`src/rtl/branch_resolve_bht_if.sv`:
```
// -----------------------------------------------------------------------------
// branch_resolve_bht_if
// Groups the fetch-lookup and EX-resolution signals of branch_resolve_bht.
//   master : pipeline side. Drives lookup PC and EX instruction fields,
//            receives prediction, pcsrc, redirect, exceptions and statistics.
//   slave  : branch_resolve_bht side (opposite directions).
// -----------------------------------------------------------------------------
interface branch_resolve_bht_if #(
    parameter int XLEN  = 32,
    parameter int CNT_W = 32
);
    // fetch lookup
    logic [XLEN-1:0]  lu_pc;
    logic             lu_pred_taken;

    // EX stage instruction
    logic             ex_valid;
    logic             ex_branch;
    logic             ex_jalr;
    logic [2:0]       ex_func3;
    logic [XLEN-1:0]  ex_pc;
    logic [XLEN-1:0]  ex_imm;
    logic [XLEN-1:0]  ex_rs1;
    logic             ex_pred_taken;
    logic             ex_zf;
    logic             ex_lt;
    logic             ex_ltu;

    // resolution results
    logic             pcsrc;
    logic             redirect_valid;
    logic [XLEN-1:0]  redirect_pc;
    logic             misalign_exc;
    logic             illegal_br;
    logic [CNT_W-1:0] branch_count;
    logic [CNT_W-1:0] mispredict_count;

    modport master (
        output lu_pc,
        output ex_valid, ex_branch, ex_jalr, ex_func3, ex_pc, ex_imm, ex_rs1,
        output ex_pred_taken, ex_zf, ex_lt, ex_ltu,
        input  lu_pred_taken, pcsrc, redirect_valid, redirect_pc,
        input  misalign_exc, illegal_br, branch_count, mispredict_count
    );

    modport slave (
        input  lu_pc,
        input  ex_valid, ex_branch, ex_jalr, ex_func3, ex_pc, ex_imm, ex_rs1,
        input  ex_pred_taken, ex_zf, ex_lt, ex_ltu,
        output lu_pred_taken, pcsrc, redirect_valid, redirect_pc,
        output misalign_exc, illegal_br, branch_count, mispredict_count
    );
endinterface

```
`src/rtl/branch_resolve_bht.sv`:
```
// -----------------------------------------------------------------------------
// branch_resolve_bht
// EX-stage branch resolution for RV32I with a bimodal branch history table.
// Resolves the six conditional branches and JALR from ALU flags, compares the
// outcome with the fetch-time prediction and issues a registered one-cycle
// redirect (or misalign / illegal-funct3 pulse). Fetch reads the BHT through
// a combinational lookup port.
// Ports:
//   clk    : rising-edge clock
//   rst_n  : synchronous active-low reset
//   bus    : branch_resolve_bht_if.slave (lookup, EX inputs, results, stats)
// -----------------------------------------------------------------------------
module branch_resolve_bht #(
    parameter int         XLEN        = 32,
    parameter int         BHT_ENTRIES = 64,
    parameter int         INDEX_LSB   = 2,
    parameter logic [1:0] CTR_INIT    = 2'b01,
    parameter int         CNT_W       = 32
) (
    input  logic                     clk,
    input  logic                     rst_n,
    branch_resolve_bht_if.slave      bus
);
    localparam int IDX_W = $clog2(BHT_ENTRIES);

    // state
    logic [1:0]       bht_q [BHT_ENTRIES];
    logic [1:0]       bht_d [BHT_ENTRIES];
    logic             redirect_valid_q, redirect_valid_d;
    logic [XLEN-1:0]  redirect_pc_q, redirect_pc_d;
    logic             misalign_exc_q, misalign_exc_d;
    logic             illegal_br_q, illegal_br_d;
    logic [CNT_W-1:0] branch_count_q, branch_count_d;
    logic [CNT_W-1:0] mispredict_count_q, mispredict_count_d;

    // resolution datapath
    logic             qual;
    logic             cond;
    logic             func3_legal;
    logic             is_jalr;
    logic             is_br;
    logic             br_legal;
    logic             actual_taken;
    logic [XLEN-1:0]  br_target;
    logic [XLEN-1:0]  jalr_sum;
    logic [XLEN-1:0]  jalr_target;
    logic [XLEN-1:0]  fall_through;
    logic [XLEN-1:0]  taken_target;
    logic             misalign;
    logic             need_redirect;
    logic [IDX_W-1:0] wr_idx;
    logic [IDX_W-1:0] lu_idx;

    assign lu_idx = bus.lu_pc[INDEX_LSB +: IDX_W];
    assign wr_idx = bus.ex_pc[INDEX_LSB +: IDX_W];

    // Remaining lookup-PC bits and the discarded JALR LSB carry no information here.
    logic unused_bits;
    assign unused_bits = ^{bus.lu_pc, jalr_sum[0]};

    always_comb begin
        // NOTE: every combinational output gets a default first so no path leaves it unassigned (no latch).
        cond        = 1'b0;
        func3_legal = 1'b1;
        case (bus.ex_func3)
            3'b000:  cond = bus.ex_zf;
            3'b001:  cond = ~bus.ex_zf;
            3'b100:  cond = bus.ex_lt;
            3'b101:  cond = ~bus.ex_lt;
            3'b110:  cond = bus.ex_ltu;
            3'b111:  cond = ~bus.ex_ltu;
            default: func3_legal = 1'b0;   // 010 / 011
        endcase

        // The instruction in EX during a redirect cycle is on the wrong path.
        qual         = bus.ex_valid & ~redirect_valid_q;
        is_jalr      = qual & bus.ex_jalr;
        is_br        = qual & bus.ex_branch & ~bus.ex_jalr;   // JALR wins when both set
        br_legal     = is_br & func3_legal;
        actual_taken = is_jalr | (br_legal & cond);

        br_target    = bus.ex_pc + bus.ex_imm;
        jalr_sum     = bus.ex_rs1 + bus.ex_imm;
        jalr_target  = {jalr_sum[XLEN-1:1], 1'b0};
        fall_through = bus.ex_pc + XLEN'(4);
        taken_target = bus.ex_jalr ? jalr_target : br_target;

        // A taken target that is not 4-byte aligned raises an exception instead of redirecting.
        misalign      = actual_taken & taken_target[1];
        need_redirect = (is_jalr | (br_legal & (actual_taken != bus.ex_pred_taken))) & ~misalign;

        redirect_valid_d = need_redirect;
        misalign_exc_d   = misalign;
        illegal_br_d     = is_br & ~func3_legal;
        redirect_pc_d    = redirect_pc_q;
        if (need_redirect || misalign) begin
            redirect_pc_d = actual_taken ? taken_target : fall_through;
        end

        branch_count_d = branch_count_q;
        if (br_legal && (branch_count_q != {CNT_W{1'b1}})) begin
            branch_count_d = branch_count_q + CNT_W'(1);
        end
        mispredict_count_d = mispredict_count_q;
        if (need_redirect && (mispredict_count_q != {CNT_W{1'b1}})) begin
            mispredict_count_d = mispredict_count_q + CNT_W'(1);
        end

        // Saturating 2-bit counter update at the resolving branch's index.
        bht_d = bht_q;
        if (br_legal) begin
            if (actual_taken) begin
                if (bht_q[wr_idx] != 2'b11) bht_d[wr_idx] = bht_q[wr_idx] + 2'd1;
            end else begin
                if (bht_q[wr_idx] != 2'b00) bht_d[wr_idx] = bht_q[wr_idx] - 2'd1;
            end
        end
    end

    always_ff @(posedge clk) begin
        if (!rst_n) begin
            // NOTE: the table is kept in flops rather than RAM so every entry can be reset to CTR_INIT.
            for (int i = 0; i < BHT_ENTRIES; i++) begin
                bht_q[i] <= CTR_INIT;
            end
            redirect_valid_q   <= 1'b0;
            redirect_pc_q      <= '0;
            misalign_exc_q     <= 1'b0;
            illegal_br_q       <= 1'b0;
            branch_count_q     <= '0;
            mispredict_count_q <= '0;
        end else begin
            bht_q              <= bht_d;
            redirect_valid_q   <= redirect_valid_d;
            redirect_pc_q      <= redirect_pc_d;
            misalign_exc_q     <= misalign_exc_d;
            illegal_br_q       <= illegal_br_d;
            branch_count_q     <= branch_count_d;
            mispredict_count_q <= mispredict_count_d;
        end
    end

    // Lookup reads the registered table only: a same-cycle write is not bypassed.
    assign bus.lu_pred_taken    = bht_q[lu_idx][1];
    assign bus.pcsrc            = actual_taken;
    assign bus.redirect_valid   = redirect_valid_q;
    assign bus.redirect_pc      = redirect_pc_q;
    assign bus.misalign_exc     = misalign_exc_q;
    assign bus.illegal_br       = illegal_br_q;
    assign bus.branch_count     = branch_count_q;
    assign bus.mispredict_count = mispredict_count_q;

endmodule

```
`src/flat_wrapper.sv`:
```
// flat-port wrapper written by rule: the top's interface ports become plain ports
module branch_resolve_bht_flat 
#(
    parameter int         XLEN        = 32,
    parameter int         BHT_ENTRIES = 64,
    parameter int         INDEX_LSB   = 2,
    parameter logic [1:0] CTR_INIT    = 2'b01,
    parameter int         CNT_W       = 32
)
  (clk, rst_n, bus_lu_pc, bus_ex_valid, bus_ex_branch, bus_ex_jalr, bus_ex_func3, bus_ex_pc, bus_ex_imm, bus_ex_rs1, bus_ex_pred_taken, bus_ex_zf, bus_ex_lt, bus_ex_ltu, bus_lu_pred_taken, bus_pcsrc, bus_redirect_valid, bus_redirect_pc, bus_misalign_exc, bus_illegal_br, bus_branch_count, bus_mispredict_count);
  branch_resolve_bht_if #(.XLEN(XLEN), .CNT_W(CNT_W)) bus_i ();
  input  logic clk;
  input  logic rst_n;
  input wire logic [$bits(bus_i.lu_pc)-1:0] bus_lu_pc;
  input wire logic [$bits(bus_i.ex_valid)-1:0] bus_ex_valid;
  input wire logic [$bits(bus_i.ex_branch)-1:0] bus_ex_branch;
  input wire logic [$bits(bus_i.ex_jalr)-1:0] bus_ex_jalr;
  input wire logic [$bits(bus_i.ex_func3)-1:0] bus_ex_func3;
  input wire logic [$bits(bus_i.ex_pc)-1:0] bus_ex_pc;
  input wire logic [$bits(bus_i.ex_imm)-1:0] bus_ex_imm;
  input wire logic [$bits(bus_i.ex_rs1)-1:0] bus_ex_rs1;
  input wire logic [$bits(bus_i.ex_pred_taken)-1:0] bus_ex_pred_taken;
  input wire logic [$bits(bus_i.ex_zf)-1:0] bus_ex_zf;
  input wire logic [$bits(bus_i.ex_lt)-1:0] bus_ex_lt;
  input wire logic [$bits(bus_i.ex_ltu)-1:0] bus_ex_ltu;
  output wire logic [$bits(bus_i.lu_pred_taken)-1:0] bus_lu_pred_taken;
  output wire logic [$bits(bus_i.pcsrc)-1:0] bus_pcsrc;
  output wire logic [$bits(bus_i.redirect_valid)-1:0] bus_redirect_valid;
  output wire logic [$bits(bus_i.redirect_pc)-1:0] bus_redirect_pc;
  output wire logic [$bits(bus_i.misalign_exc)-1:0] bus_misalign_exc;
  output wire logic [$bits(bus_i.illegal_br)-1:0] bus_illegal_br;
  output wire logic [$bits(bus_i.branch_count)-1:0] bus_branch_count;
  output wire logic [$bits(bus_i.mispredict_count)-1:0] bus_mispredict_count;
  assign bus_i.lu_pc = bus_lu_pc;
  assign bus_i.ex_valid = bus_ex_valid;
  assign bus_i.ex_branch = bus_ex_branch;
  assign bus_i.ex_jalr = bus_ex_jalr;
  assign bus_i.ex_func3 = bus_ex_func3;
  assign bus_i.ex_pc = bus_ex_pc;
  assign bus_i.ex_imm = bus_ex_imm;
  assign bus_i.ex_rs1 = bus_ex_rs1;
  assign bus_i.ex_pred_taken = bus_ex_pred_taken;
  assign bus_i.ex_zf = bus_ex_zf;
  assign bus_i.ex_lt = bus_ex_lt;
  assign bus_i.ex_ltu = bus_ex_ltu;
  assign bus_lu_pred_taken = bus_i.lu_pred_taken;
  assign bus_pcsrc = bus_i.pcsrc;
  assign bus_redirect_valid = bus_i.redirect_valid;
  assign bus_redirect_pc = bus_i.redirect_pc;
  assign bus_misalign_exc = bus_i.misalign_exc;
  assign bus_illegal_br = bus_i.illegal_br;
  assign bus_branch_count = bus_i.branch_count;
  assign bus_mispredict_count = bus_i.mispredict_count;
  branch_resolve_bht #(.XLEN(XLEN), .BHT_ENTRIES(BHT_ENTRIES), .INDEX_LSB(INDEX_LSB), .CTR_INIT(CTR_INIT), .CNT_W(CNT_W)) u_core (.clk(clk), .rst_n(rst_n), .bus(bus_i));
endmodule
```
`config.mk`:
```
export PLATFORM = sky130hd
export DESIGN_NAME = branch_resolve_bht_flat
export DESIGN_NICKNAME = d
export VERILOG_FILES = /design/src/rtl/branch_resolve_bht_if.sv /design/src/rtl/branch_resolve_bht.sv /design/src/flat_wrapper.sv
export SDC_FILE = /design/constraint.sdc
export NUM_CORES = 1
export LEC_CHECK = 0
export ABC_AREA = 1
export CAP_MARGIN = 20
export CORE_UTILIZATION = 55
export DETAILED_ROUTE_END_ITERATION = 8
export PLACE_DENSITY = 0.79
export RECOVER_POWER = 25
export SYNTH_ARGS = -nofsm -noshare
export SYNTH_HDL_FRONTEND = slang
export SYNTH_SLANG_ARGS = --single-unit
```
`constraint.sdc`:
```
create_clock -name clk -period 6.3 [get_ports clk]
set_input_delay 1.575 -clock clk [delete_from_list [all_inputs] [get_ports clk]]
set_output_delay 1.575 -clock clk [all_outputs]
set_load 0.02 [all_outputs]
```
==> summary.md, run 1 <==
| Metric | Value |
|---|---|
| CTS Root Cell | clkbuf_16 |
| Max Slew Vio Count | 0 |
| Leading area contributor after synthesis | nand2_1 |
| Synth Area per Inst | ~5.6 sq um |
| Fmax | 175 MHz |
| Hold depth | 2 |
| Maximum fanout along the worst path | 12 |
| Hold Buf Count CTS | 0 |
| Postcts setup bufs | 0 |
| Setup total negative slack | 0 ns |
| Peak VDD IR | about 270 uV |
| Number of fill cells | 3181 |
| PostCTS Resize Cnt | 0 |
| Initial antenna violation count | 2 |
| Syn Nets | 3558 |
| Die area | roughly 35000 sq um |
| Status | finished, violations left |
| Failing checks | max-capacitance violations |
| Unique masters post-synth | 47 |
| Hold Path Class | reg2reg |
| Post-Synth Adder-Cell Area | 0.0462 |
| CTS tree | done |
| Die Y | between 150 and 200 um |
| Routed Antenna Nets | 0 |
| P_leak | ~11 nW |
| # H-tree levels | 1 |
| Clock buffer depth | 3 |
| Grt ovf | 0 |
| Worst slew margin | 0.0248 |
| Synth top area share | 0.249 |
| Power per cell area | 187 nW/um^2 |
| WL final | 68700 um |
| Crit path kind | in2out |
| CP startpoint kind | input pin |
| Worst Tran Pin Value | 1.45 ns |
| Vias in the first global route | 20300 |
| Required time worst endpoint | ~4.7 ns |
| # IOs | between 200 and 250 |
| Hold slack | roughly 0.47 ns |
| Final core occ | 0.656 |
| DR DRC count | 0 |
| Reg2reg setup slack | between 2 and 3 ns |
| Clock sink total | between 200 and 250 |
| Tot GR Track Use | 0.383 |
| Skew final | a little over 0.05 ns |
| Max cap viols | 1 |
| Compound-cell area share of the yosys netlist | 0.124 |
| WP buf/inv | 3 |
| Pin count of the biggest net entering global routing | between 90 and 100 |
| Max incr delay on CP | 0.66 ns |
| RSZ-0062 raised after global routing | false |
| Hold Fails Final Rpt | 0 |
| Simple-gate share of the synthesized area | 0.432 |
| Power Total | between 4 and 5 mW |
| Post-synthesis xor/xnor area fraction | 0.0346 |
| Flops & latches, synth | 227 |
| PortBufs | ~210 |
| Clk Latency, worst-skew pair | a little under 0.6 ns |
| Post-synth EDFFs | 0 |
| Clock-pin slew on the worst setup and hold paths | around 0.06 ns |
| DP Wirelength | 50400 um |
| Critical Path AT | between 4 and 5 ns |
| Top cell family by delay on the critical path | buffers and inverters |
| Crit path cell chain | clkdlybuf4s50_1, inv_1, o21ai_0, o221ai_1, o211ai_1, o211ai_1, nand2_1, o21ai_0, clkdlybuf4s50_1 |
| Core ar. | approximately 34000 sq um |
| Cell Area, Synth | between 15000 and 20000 sq um |
| DR vias/cell | 5.63 |
| Vias | between 20000 and 25000 |
| Crit path max-delay cell type | clkdlybuf4s50_1 |
| Rows | 67 |
| Synth async-reset ratio | 0 |
| Main area contributors after synthesis | nand2_1 (25%), dfxtp_1 (24%), inv_1 (8.6%), nand3_1 (7.6%), nor2_1 (6.0%) |
| CP Depth | 9 |
| Post-route minimum period | 5.72 ns |
| WL per Instance | approximately 17 um |
| Initial Util | 0.559 |
| Crit. End Element | output port |
| Largest family of logic cells by synthesized area | simple AND/OR/NAND/NOR gates |
| Post-Synthesis Cells | 3350 |
| P&R area growth vs syn | 17.4% |
| Routability-driven placement congestion ratio | 0.972 |
| First-pass iteration count of the detailed router | 7 |
| Nets@finish | about 3700 |
| Endpoints failing setup | 0 |
| Mux contribution to synthesized area | 0.000534 |
| Global-route wire length before repair | about 110000 um |
| Most frequent cell after synthesis | nand2_1 |
| Yosys warning total | 0 |
| FF-to-FF path depth | 12 |
| Share of cells above drive strength 1 | 0.0276 |
| Die W | around 190 um |
| Top_reg_cell synth | dfxtp_1 |
| Initial DRC count | around 2400 |
| Seq/Total Area, Yosys | 0.243 |
| Commonest cells post-synth | nand2_1 (1245), inv_1 (430), nor2_1 (300) |
| Fin crit share | 0.907 |
| TritonCTS Buffers | 26 |
[per-stage QoR]
| step | std cells | worst slack [ns] | area [sq um] |
|---|---|---|---|
| 4_1_cts | 3967 | 0.689 | 22000 |
| 3_3_place_gp | 3919 | 0.708 | 21100 |
| 2_1_floorplan | 3350 | 1.43 | 18700 |
| 6_report | 3969 | 0.584 | 22000 |
| 3_5_place_dp | 3920 | 0.749 | 21100 |
| 5_1_grt | 3968 | 0.472 | 22000 |
[worst min-delay path, cell delays in order, from the launching register on]
cell and delay [ns]:
dfxtp_1 0.30, nand2_1 0.06, a21oi_1 0.06
[layer usage]
layer | up-vias | wire length (um) | GRT usage
li1 | 10900 | - | -
met1 | 9996 | 27900 | 0.487
met2 | 1120 | 30700 | 0.622
met3 | 291 | 6020 | 0.0574
met4 | 0 | 4130 | 0.210
met5 | - | 0 | 0
[final timing paths]
kind | endpoint | startpoint
setup / recovery | bus_lu_pred_taken | bus_lu_pc[3]
hold / removal | u_core.bus.redirect_pc[20] | u_core.bus.redirect_pc[20]
setup reg to reg | u_core.bus.redirect_pc[17] | u_core.bus.redirect_valid
hold reg to reg | u_core.bus.redirect_pc[20] | u_core.bus.redirect_pc[20]
[cell type report]
type                            count  area [sq um]  share of cell area
Multi-Input combinational cell   2555         11900               0.543
Sequential cell                   227          4540               0.207
Timing Repair Buffer              244          2380               0.108
Inverter                          446          1680              0.0762
Clock buffer                       39           759              0.0345
Tap cell                          448           561              0.0255
Clock inverter                      8           124             0.00563
Antenna cell                        2          5.00            0.000228
[cell families after synthesis]
family / after synthesis
AND/OR/NAND/NOR: 1973
multiplexers: 1
XOR/XNOR: 74
flip-flops: 227
buffers and inverters: 568
adder cells (fa/ha/maj): 68
AO/OA/AOI/OAI: 439
[power breakdown]
group          internal, mW  total [mW]  switching, mW
sequential             1.46        1.48         0.0207
clock                 0.918        1.56          0.646
combinational         0.336        1.07          0.736
total                  2.72        4.12           1.40
[layout by cell type, fill, tap and decap left out, types with 7 or more instances in the layout]
cell type           n
nand2_1          1245
inv_1             430
nor2_1            301
nand3_1           283
dfxtp_1           227
a21oi_1           203
o21ai_0           184
clkdlybuf4s50_1   133
dlygate4sd3_1      80
ha_1               66
nor3_1             56
xor2_1             52
nand4_1            34
buf_4              30
clkbuf_16          26
xnor2_1            22
nand3b_1           13
inv_2              12
nor4_1             12
a22oi_1            10
o22ai_1            10
and3_1              8
o211ai_1            7
clkbuf_1            7
(Power assumes the default switching activity.)
==> run 2: changes to the inputs <==
Settings changed: CAP_MARGIN 20 to 5, PLACE_DENSITY 0.79 to 0.84, SKIP_CTS_REPAIR_TIMING set to 1.
==> summary.md, run 2 (same netlist as run 1, synthesis figures left out) <==
| Metric | Value |
|---|---|
| Status | finished, violations left |
| Failing checks | max-capacitance violations, max-slew violations |
| Worst slew margin | -0.527 |
| WL final | approximately 70000 um |
| Critical Path AT | approximately 4 ns |
| Reg2reg setup slack | roughly 2.8 ns |
| Endpoints failing setup | 0 |
| Antenna fix cells | 0 |
| Vias in the first global route | ~20000 |
| Final core occ | 0.653 |
| Number of fill cells | roughly 3200 |
| Clock buffer depth | 3 |
| Power per cell area | ~180 nW/um^2 |
| Crit path max-delay cell type | clkdlybuf4s50_1 |
| First-pass iteration count of the detailed router | 6 |
| CTS tree | done |
| Reg-to-Reg End | u_core.bus.redirect_pc[27] |
| Hold Path Class | reg2reg |
| Fmax | 179 MHz |
| CTS Root Cell | clkbuf_16 |
| Max Slew Vio Count | 48 |
| Post-route minimum period | between 5 and 6 ns |
| Routed Antenna Nets | 0 |
| Hold Fails Final Rpt | 0 |
| Die Y | approximately 190 um |
| Die W | ~190 um |
| Initial DRC count | between 2000 and 2500 |
| CP startpoint kind | input pin |
| WL per Instance | approximately 18 um |
| Max incr delay on CP | around 0.66 ns |
| Global-route wire length before repair | roughly 110000 um |
| Grt ovf | 0 |
| Vias | about 23000 |
| Required time worst endpoint | 4.72 ns |
| PortBufs | 214 |
| Nets@finish | 3711 |
| DP Wirelength | around 51000 um |
| P_leak | between 10 and 15 nW |
| Skew final | 0.0152 ns |
| Maximum fanout along the worst path | 29 |
| Fin crit share | 0.884 |
| # IOs | 241 |
| Crit path cell chain | clkdlybuf4s50_1, inv_1, buf_4, o21ai_0, o221ai_1, o211ai_1, o211ai_1, nand2_1, o21ai_0, clkdlybuf4s50_1 |
| Crit. End Element | output port |
| # H-tree levels | 1 |
| Hold slack | 0.474 ns |
| Power Total | about 4 mW |
| Start of the worst register-to-register path | u_core.bus.redirect_valid |
| Worst Tran Pin Value | approximately 2.3 ns |
| Pin count of the biggest net entering global routing | 150 |
| Origin of the worst setup path | bus_lu_pc[2] |
| Die area | approximately 35000 sq um |
| RSZ-0062 raised after global routing | false |
| Core ar. | between 30000 and 40000 sq um |
| Clock-pin slew on the worst setup and hold paths | ~0.06 ns |
| Initial Util | 0.559 |
| Clk Latency, worst-skew pair | roughly 0.56 ns |
| Setup total negative slack | 0 ns |
| Hold depth | 2 |
| Most frequent cells in the layout | nand2_1 (1245), inv_1 (430), nor2_1 (300) |
| TritonCTS Buffers | 27 |
| Crit path kind | in2out |
| P&R area growth vs syn | 16.9% |
| Share of cells above drive strength 1 | 0.0284 |
| DR DRC count | 0 |
| Tot GR Track Use | 0.388 |
| Routability-driven placement congestion ratio | between 0.9 and 1 |
| Max cap viols | 1 |
| Initial antenna violation count | 0 |
| FF-to-FF path depth | 11 |
| Commonest non-fill, non-tap cell in the layout | nand2_1 |
| Rows | 67 |
| Peak VDD IR | about 270 uV |
| DR vias/cell | between 5 and 6 |
| Clock sink total | between 200 and 250 |
==> run 2: cell types whose count changed in the layout (fill, tap and decap cells not counted), moves of 2 or more <==
cell,before,now
diode_2,2,0
clkinv_2,2,11
clkbuf_1,7,5
clkbuf_8,6,2
bufinv_16,2,0
==> run 2: worst max-delay path by stage <==
stage	end	cells past startpoint
2_1_floorplan	bus_lu_pred_taken	10
3_3_place_gp	bus_lu_pred_taken	10
3_5_place_dp	bus_lu_pred_taken	10
4_1_cts	bus_lu_pred_taken	10
5_1_grt	bus_lu_pred_taken	10
6_report	bus_lu_pred_taken	10
==> run 2: area by class of cell <==
class / count / area [sq um] / share of cell area
Multi-Input combinational cell: 2555 / 12000 / 0.546
Sequential cell: 227 / 4540 / 0.207
Timing Repair Buffer: 246 / 2390 / 0.109
Inverter: 446 / 1680 / 0.0765
Clock buffer: 33 / 718 / 0.0328
Tap cell: 448 / 561 / 0.0256
Clock inverter: 12 / 66.3 / 0.00303
==> run 2: through the flow <==
| stage | setup WS [ns] | instance area (sq um) | cells |
|---|---|---|---|
| 6_report | 0.729 | 21900 | 3967 |
| 5_1_grt | 0.659 | 21900 | 3967 |
| 4_1_cts | 0.811 | 21900 | 3967 |
| 3_5_place_dp | 0.826 | 21100 | 3922 |
| 3_3_place_gp | 0.828 | 21100 | 3922 |
| 2_1_floorplan | 1.43 | 18700 | 3350 |
==> run 2: report_power, final <==
part / total, mW / internal (mW) / leakage (nW) / switching, mW
Combinational: 1.08 / 0.337 / 8.53 / 0.746
Sequential: 1.48 / 1.46 / 1.84 / 0.0182
Clock: 1.45 / 0.802 / 0.395 / 0.647
Total: 4.01 / 2.60 / 10.8 / 1.41
==> run 2: layer usage <==
layer,GRT usage,share of wire,vias to the layer above
met2,0.642,0.45,1170
met5,0,0,-
met3,0.0528,0.093,206
met4,0.149,0.042,0
met1,0.512,0.42,10300
li1,-,-,10900
==> run 2: worst max-delay path: cells and delay by family <==
kind                   cells  cell delay, ns
AND/OR/NAND/NOR            1            0.07
buffers and inverters      4            1.50
AO/OA/AOI/OAI              5            0.83
